## src/rtl/eth_frame_tx_stream.sv

```systemverilog
// Cut-through Ethernet frame transmitter: header fields are latched at start, the payload
// streams straight through one output register, short payloads are padded and CRC-32 FCS appended.
module eth_frame_tx_stream #(
   parameter int MIN_PAYLOAD = 46,
   parameter int MAX_PAYLOAD = 1500,
   parameter int IFG_BYTES   = 12,
   parameter int PREAMBLE_EN = 1
) (
   input  logic        clk,
   input  logic        rst_n,
   input  logic        start,
   input  logic [47:0] dest_mac,
   input  logic [47:0] src_mac,
   input  logic [15:0] ether_type,
   input  logic        vlan_en,
   input  logic [15:0] vlan_tci,
   output logic        busy,
   input  logic [7:0]  s_data,
   input  logic        s_valid,
   input  logic        s_last,
   output logic        s_ready,
   output logic [7:0]  m_data,
   output logic        m_valid,
   output logic        m_sop,
   output logic        m_eop,
   input  logic        m_ready,
   output logic        frame_done,
   output logic        oversize_err,
   output logic [31:0] frame_count
);
   localparam logic [10:0] MIN_P    = 11'(MIN_PAYLOAD);
   localparam logic [10:0] MAX_P    = 11'(MAX_PAYLOAD);
   localparam logic [7:0]  IFG_LAST = 8'(IFG_BYTES - 1);

   typedef enum logic [3:0] {
      S_IDLE, S_PRE, S_SFD, S_DA, S_SA, S_VLAN, S_TYPE,
      S_PAY, S_DRAIN, S_PAD, S_FCS, S_IFG
   } state_t;

   state_t      state;
   state_t      hdr_next;
   logic [2:0]  bcnt;
   logic [10:0] pcnt;
   logic [10:0] pcnt_inc;
   logic [7:0]  icnt;
   logic [31:0] crc;
   logic [47:0] da_reg;
   logic [47:0] sa_reg;
   logic [15:0] type_reg;
   logic [15:0] tci_reg;
   logic        vlan_reg;
   logic [7:0]  hdr_byte;
   logic        byte_last;
   logic        slot_free;

   function automatic logic [31:0] crc32_byte(input logic [31:0] crc_in, input logic [7:0] data);
      logic [31:0] c;
      c = crc_in;
      for (int i = 0; i < 8; i++) begin
         c = (c[0] ^ data[i]) ? ((c >> 1) ^ 32'hEDB88320) : (c >> 1);
      end
      return c;
   endfunction

   assign slot_free = !m_valid || m_ready;
   assign pcnt_inc  = pcnt + 11'd1;
   assign s_ready   = (state == S_PAY && slot_free) || (state == S_DRAIN);

   // Byte source for every fixed-length state, plus where that state goes after its last byte.
   always_comb begin
      hdr_byte  = 8'h00;
      byte_last = 1'b0;
      hdr_next  = state;
      case (state)
         S_PRE: begin
            hdr_byte  = 8'h55;
            byte_last = (bcnt == 3'd6);
            hdr_next  = S_SFD;
         end
         S_SFD: begin
            hdr_byte  = 8'hD5;
            byte_last = 1'b1;
            hdr_next  = S_DA;
         end
         S_DA: begin
            hdr_byte  = 8'(da_reg >> {3'd5 - bcnt, 3'b000});
            byte_last = (bcnt == 3'd5);
            hdr_next  = S_SA;
         end
         S_SA: begin
            hdr_byte  = 8'(sa_reg >> {3'd5 - bcnt, 3'b000});
            byte_last = (bcnt == 3'd5);
            hdr_next  = vlan_reg ? S_VLAN : S_TYPE;
         end
         S_VLAN: begin
            case (bcnt[1:0])
               2'd0:    hdr_byte = 8'h81;
               2'd1:    hdr_byte = 8'h00;
               2'd2:    hdr_byte = tci_reg[15:8];
               default: hdr_byte = tci_reg[7:0];
            endcase
            byte_last = (bcnt == 3'd3);
            hdr_next  = S_TYPE;
         end
         S_TYPE: begin
            hdr_byte  = bcnt[0] ? type_reg[7:0] : type_reg[15:8];
            byte_last = (bcnt == 3'd1);
            hdr_next  = S_PAY;
         end
         S_FCS: begin
            hdr_byte  = 8'(~crc >> {bcnt[1:0], 3'b000});
            byte_last = (bcnt == 3'd3);
         end
         default: ;
      endcase
   end

   always_ff @(posedge clk) begin
      if (!rst_n) begin
         state        <= S_IDLE;
         bcnt         <= '0;
         pcnt         <= '0;
         icnt         <= '0;
         crc          <= '0;
         da_reg       <= '0;
         sa_reg       <= '0;
         type_reg     <= '0;
         tci_reg      <= '0;
         vlan_reg     <= 1'b0;
         m_data       <= '0;
         m_valid      <= 1'b0;
         m_sop        <= 1'b0;
         m_eop        <= 1'b0;
         busy         <= 1'b0;
         frame_done   <= 1'b0;
         oversize_err <= 1'b0;
         frame_count  <= '0;
      end else begin
         frame_done   <= 1'b0;
         oversize_err <= 1'b0;
         // An emptied slot goes invalid unless a state below loads a new byte into it.
         if (slot_free) begin
            m_valid <= 1'b0;
            m_sop   <= 1'b0;
            m_eop   <= 1'b0;
         end
         case (state)
            S_IDLE: begin
               if (start) begin
                  da_reg   <= dest_mac;
                  sa_reg   <= src_mac;
                  type_reg <= ether_type;
                  tci_reg  <= vlan_tci;
                  vlan_reg <= vlan_en;
                  crc      <= 32'hFFFFFFFF;
                  busy     <= 1'b1;
                  bcnt     <= '0;
                  pcnt     <= '0;
                  state    <= (PREAMBLE_EN != 0) ? S_PRE : S_DA;
               end
            end
            S_PRE, S_SFD, S_DA, S_SA, S_VLAN, S_TYPE: begin
               if (slot_free) begin
                  m_data  <= hdr_byte;
                  m_valid <= 1'b1;
                  m_sop   <= (bcnt == 3'd0) &&
                             (state == S_PRE || (state == S_DA && PREAMBLE_EN == 0));
                  if (state != S_PRE && state != S_SFD) crc <= crc32_byte(crc, hdr_byte);
                  if (byte_last) begin
                     bcnt  <= '0;
                     state <= hdr_next;
                  end else begin
                     bcnt <= bcnt + 3'd1;
                  end
               end
            end
            S_PAY: begin
               if (s_valid && slot_free) begin
                  m_data  <= s_data;
                  m_valid <= 1'b1;
                  crc     <= crc32_byte(crc, s_data);
                  pcnt    <= pcnt_inc;
                  if (s_last) begin
                     state <= (pcnt_inc < MIN_P) ? S_PAD : S_FCS;
                     bcnt  <= '0;
                  end else if (pcnt_inc == MAX_P) begin
                     oversize_err <= 1'b1;
                     state        <= S_DRAIN;
                  end
               end
            end
            S_DRAIN: begin
               if (s_valid && s_last) begin
                  state <= S_FCS;
                  bcnt  <= '0;
               end
            end
            S_PAD: begin
               if (slot_free) begin
                  m_data  <= 8'h00;
                  m_valid <= 1'b1;
                  crc     <= crc32_byte(crc, 8'h00);
                  pcnt    <= pcnt_inc;
                  if (pcnt_inc == MIN_P) begin
                     state <= S_FCS;
                     bcnt  <= '0;
                  end
               end
            end
            S_FCS: begin
               // bcnt==4 means the eop byte is loaded and waiting to be taken downstream.
               if (bcnt == 3'd4) begin
                  if (m_ready) begin
                     state <= S_IFG;
                     icnt  <= '0;
                  end
               end else if (slot_free) begin
                  m_data  <= hdr_byte;
                  m_valid <= 1'b1;
                  m_eop   <= byte_last;
                  bcnt    <= bcnt + 3'd1;
               end
            end
            S_IFG: begin
               if (icnt == IFG_LAST) begin
                  frame_done  <= 1'b1;
                  frame_count <= frame_count + 32'd1;
                  busy        <= 1'b0;
                  state       <= S_IDLE;
               end else begin
                  icnt <= icnt + 8'd1;
               end
            end
            default: state <= S_IDLE;
         endcase
      end
   end
endmodule

```

## config.mk

```make
export PLATFORM = sky130hd
export DESIGN_NAME = eth_frame_tx_stream
export DESIGN_NICKNAME = d
export VERILOG_FILES = /design/src/rtl/eth_frame_tx_stream.sv
export SDC_FILE = /design/constraint.sdc
export NUM_CORES = 1
export LEC_CHECK = 0
export ABC_AREA = 0
export CAP_MARGIN = 0
export CORE_ASPECT_RATIO = 1.5
export CORE_MARGIN = 4
export CORE_UTILIZATION = 56
export CTS_CLUSTER_SIZE = 16
export DETAILED_ROUTE_END_ITERATION = 8
export GPL_TIMING_DRIVEN = 0
export PLACE_DENSITY = 0.84
export REMOVE_ABC_BUFFERS = 1
export SYNTH_ARGS = -nofsm -noshare
export SYNTH_HDL_FRONTEND = slang
export SYNTH_SLANG_ARGS = --single-unit
```

## constraint.sdc

```tcl
create_clock -name clk -period 4.43 [get_ports clk]
set_input_delay 0.443 -clock clk [delete_from_list [all_inputs] [get_ports clk]]
set_output_delay 0.443 -clock clk [all_outputs]
set_load 0.05 [all_outputs]
```

==> flow_metrics.py <==
metrics = {
    "floorplan": {
        "num_rows": 70,
        "die_w_um": 136,
        "core_mm2": 0.0243,
        "die_y_um": 200,
        "start_util_pct": 56.8,
        "die_area_mm2": 0.0273,
        "io_pins": 190,
    },
    "status": {
        "violations": "negative setup slack",
        "outcome": "complete, but fails checks",
    },
    "clocking": {
        "cts_inserted_buffers": 24,
        "clk_latency_ps": 540,
        "ctsHoldBuffers": 0,
        "cts_buffer_depth": 3,
        "htreeDepth": 1,
        "clock_sinks": 233,
        "cts_root_buf": "clkbuf_16",
        "clk_pin_slew_ps": 60,
        "cts_tree": "done",
    },
    "detailed_routing": {
        "drc_errors": 0,
        "initialDrtViolationCount": 805,
        "first_pass_iters": 6,
        "vias_per_cell": 5.86,
        "ant_nets": 0,
        "drt-total-wl_um": 39500,
        "wl_per_cell_um": 18.7,
        "vias": 12385,
    },
    "critical_path": {
        "worstPathBufferInverterCount": 1,
        "startpoint_type": "register",
        "cp-end-kind": "register",
        "cp.depth": 11,
        "r2r_slack_ps": -10,
        "timing.rr.end": "crc[23]",
        "worstReg2RegStart": "bcnt[1]",
        "worstSetupPathType": "register to register",
        "reg2reg_depth": 11,
        "required_ps": 4890,
        "crit_family": "simple AND/OR/NAND/NOR gates",
        "cp-endpoint": "crc[23]",
        "crit_fanout": 17,
        "crit_slowest_cell": "dfxtp_4",
        "crit_path_max_incr_delay_ps": 540,
        "critPathArrivalTime_ps": 4900,
        "startpoint": "bcnt[1]",
        "path_cells": "inv_1 -> ha_1 -> nor2b_1 -> a21boi_2 -> nand3_1 -> nand4_2 -> xor2_4 -> xnor2_1 -> xnor3_1 -> or4_1 -> o211ai_1",
    },
    "logic_synthesis": {
        "synth_seq_cells": 233,
        "ys_types": 82,
        "synth_cells": 1659,
        "syn_area_mm2": 0.0138,
        "yosysWarnings": 0,
        "synth.avg_cell_area_um2": 8.33,
        "async_reset_ff_share_pct": 0,
        "ys_seq_area_share_pct": 33.7,
        "ys.flop_type": "dfxtp_1",
        "synth_edf_count": 0,
    },
    "placement": {
        "dp.cells": 2063,
        "portBuffers": 189,
        "gp_congestion": 0.965,
        "dp_hpwl_um": 27700,
    },
    "run": {
        "drv_cap": 0,
    },
    "pwr": {
        "p_leak_nw": 5.97,
        "vdd_ir_drop_max_mv": 0.463,
        "power_density_mw_per_mm2": 769,
    },
    "grt": {
        "antenna_found_initial": 0,
        "track_usage_pct": 28.0,
        "grt_pass1_wl_um": 62200,
        "overflow": 0,
        "first_global_vias": 12026,
        "grt_max_degree": 151,
    },
    "timing": {
        "fin_worst_skew_ps": 9.63,
        "final.min_clock_period_ps": 4440,
        "tightest_slew_ps": 1300,
        "timing.slew.headroom_pct": 13.3,
        "fmax_mhz": 225,
        "finalCritPeriodShare_pct": 100,
        "finalSetupViolCount": 1,
        "setup_tns_ps": -13.5,
        "finalHoldViolCount": 0,
        "finalMaxSlewViolations": 0,
        "rsz0062_at_grt": "true",
        "worst_slack_ps": -13.5,
    },
    "layout": {
        "final_cell_mix": "nand2_1, dfxtp_1, clkdlybuf4s50_1, xnor2_1, a21boi_0",
        "final_common_cell": "nand2_1",
        "finalNetCount": 1923,
        "antennaDiodeCount": 0,
        "drive_above_1_share_pct": 6.60,
        "nFillCells": 2031,
        "fin_cells": 2112,
        "areaGrowthSynthToFinish_pct": 21.7,
    },
    "hold_path": {
        "min_path_type": "primary input to register",
    },
}
==> Yosys cell counts, drive strengths merged (17+ instances only) <==
library cell  count  area, um^2
a21oi            53         269
dfxtp           233        4660
xnor2           144        1270
o221ai           17         155
clkbuf          100         375
xor2             74         686
buf              17         103
nand2           358        1340
and2             34         213
nand3            24         120
mux2i            46         460
a31oi            22         138
nor2b            28         175
nor2             65         244
o21ai            82         410
a21boi          143        1070
==> metal layers <==
layer / part of all wire [%] / global-route usage (%)
met1: 38 / 32.2
met2: 50 / 49.4
met3: 6.4 / 4.29
met4: 5.5 / 14.6
met5: 0 / 0
==> worst min-delay path by stage <==
stage	start	end	slack (ps)	depth (start not counted)
final	rst_n	crc[11]	380	2
after CTS	rst_n	crc[11]	370	2
after floorplan	sa_reg[15]	sa_reg[15]	440	2
after global routing	rst_n	crc[11]	400	2
after detailed placement	type_reg[3]	type_reg[3]	460	2
after global placement	sa_reg[8]	sa_reg[8]	450	2
==> report_power, final <==
part	leakage, nW	internal, mW	switching (mW)
Clock	0.420	1.25	0.876
Combinational	3.64	3.54	4.21
Sequential	1.91	2.51	0.553
Total	5.97	7.30	5.64
==> what timing repair did <==
| item | 4_1_cts | 5_1_grt |
|---|---|---|
| endpoints found under the setup margin | 22 | 4 |
| pin swaps | 0 | 1 |
| setup buffers | 1 | 5 |
| gates resized for setup | 8 | 6 |
==> worst reg2reg max path, cell delays in order (launching register included) <==
cell and delay [ps]:
dfxtp_4 540, inv_1 240, ha_1 460, nor2b_1 440
a21boi_2 400, nand3_1 270, nand4_2 300, xor2_4 450
xnor2_1 300, xnor3_1 460, or4_1 420, o211ai_1 100
==> area by class of cell <==
cell class,count,area (um^2),area share (%)
clock buffer,31,708,4.21
sequential,233,4680,27.8
inverter,10,37.5,0.223
multi-input combinational,1299,8750,52.0
timing repair buffer,203,2130,12.7
clock inverter,12,121,0.721
tap,324,405,2.41
==> cell families after synthesis <==
kind of cell	synth area share, %
muxes	6.02
adders and majority gates	0.814
AOI/OAI and AO/OA	19.2
buffers and inverters	3.73
DFF	33.7
xor gates and xnor gates	16.1
and+or+nand+nor	20.4
==> stage by stage <==
stage	utilization (%)	setup WS, ps	hold WS (ps)	area [um^2]	power (mW)
after floorplan	-	-820	438	13300	8.71
after global placement	64.3	-2940	451	15600	10.4
after detailed placement	65.2	-827	455	15900	10.6
after CTS	68.8	21.8	367	16800	12.8
after global routing	69.1	-15.8	401	16800	13.7
final	69.1	-13.5	375	16800	12.9
No activity file was read; power rests on OpenSTA's default activity.
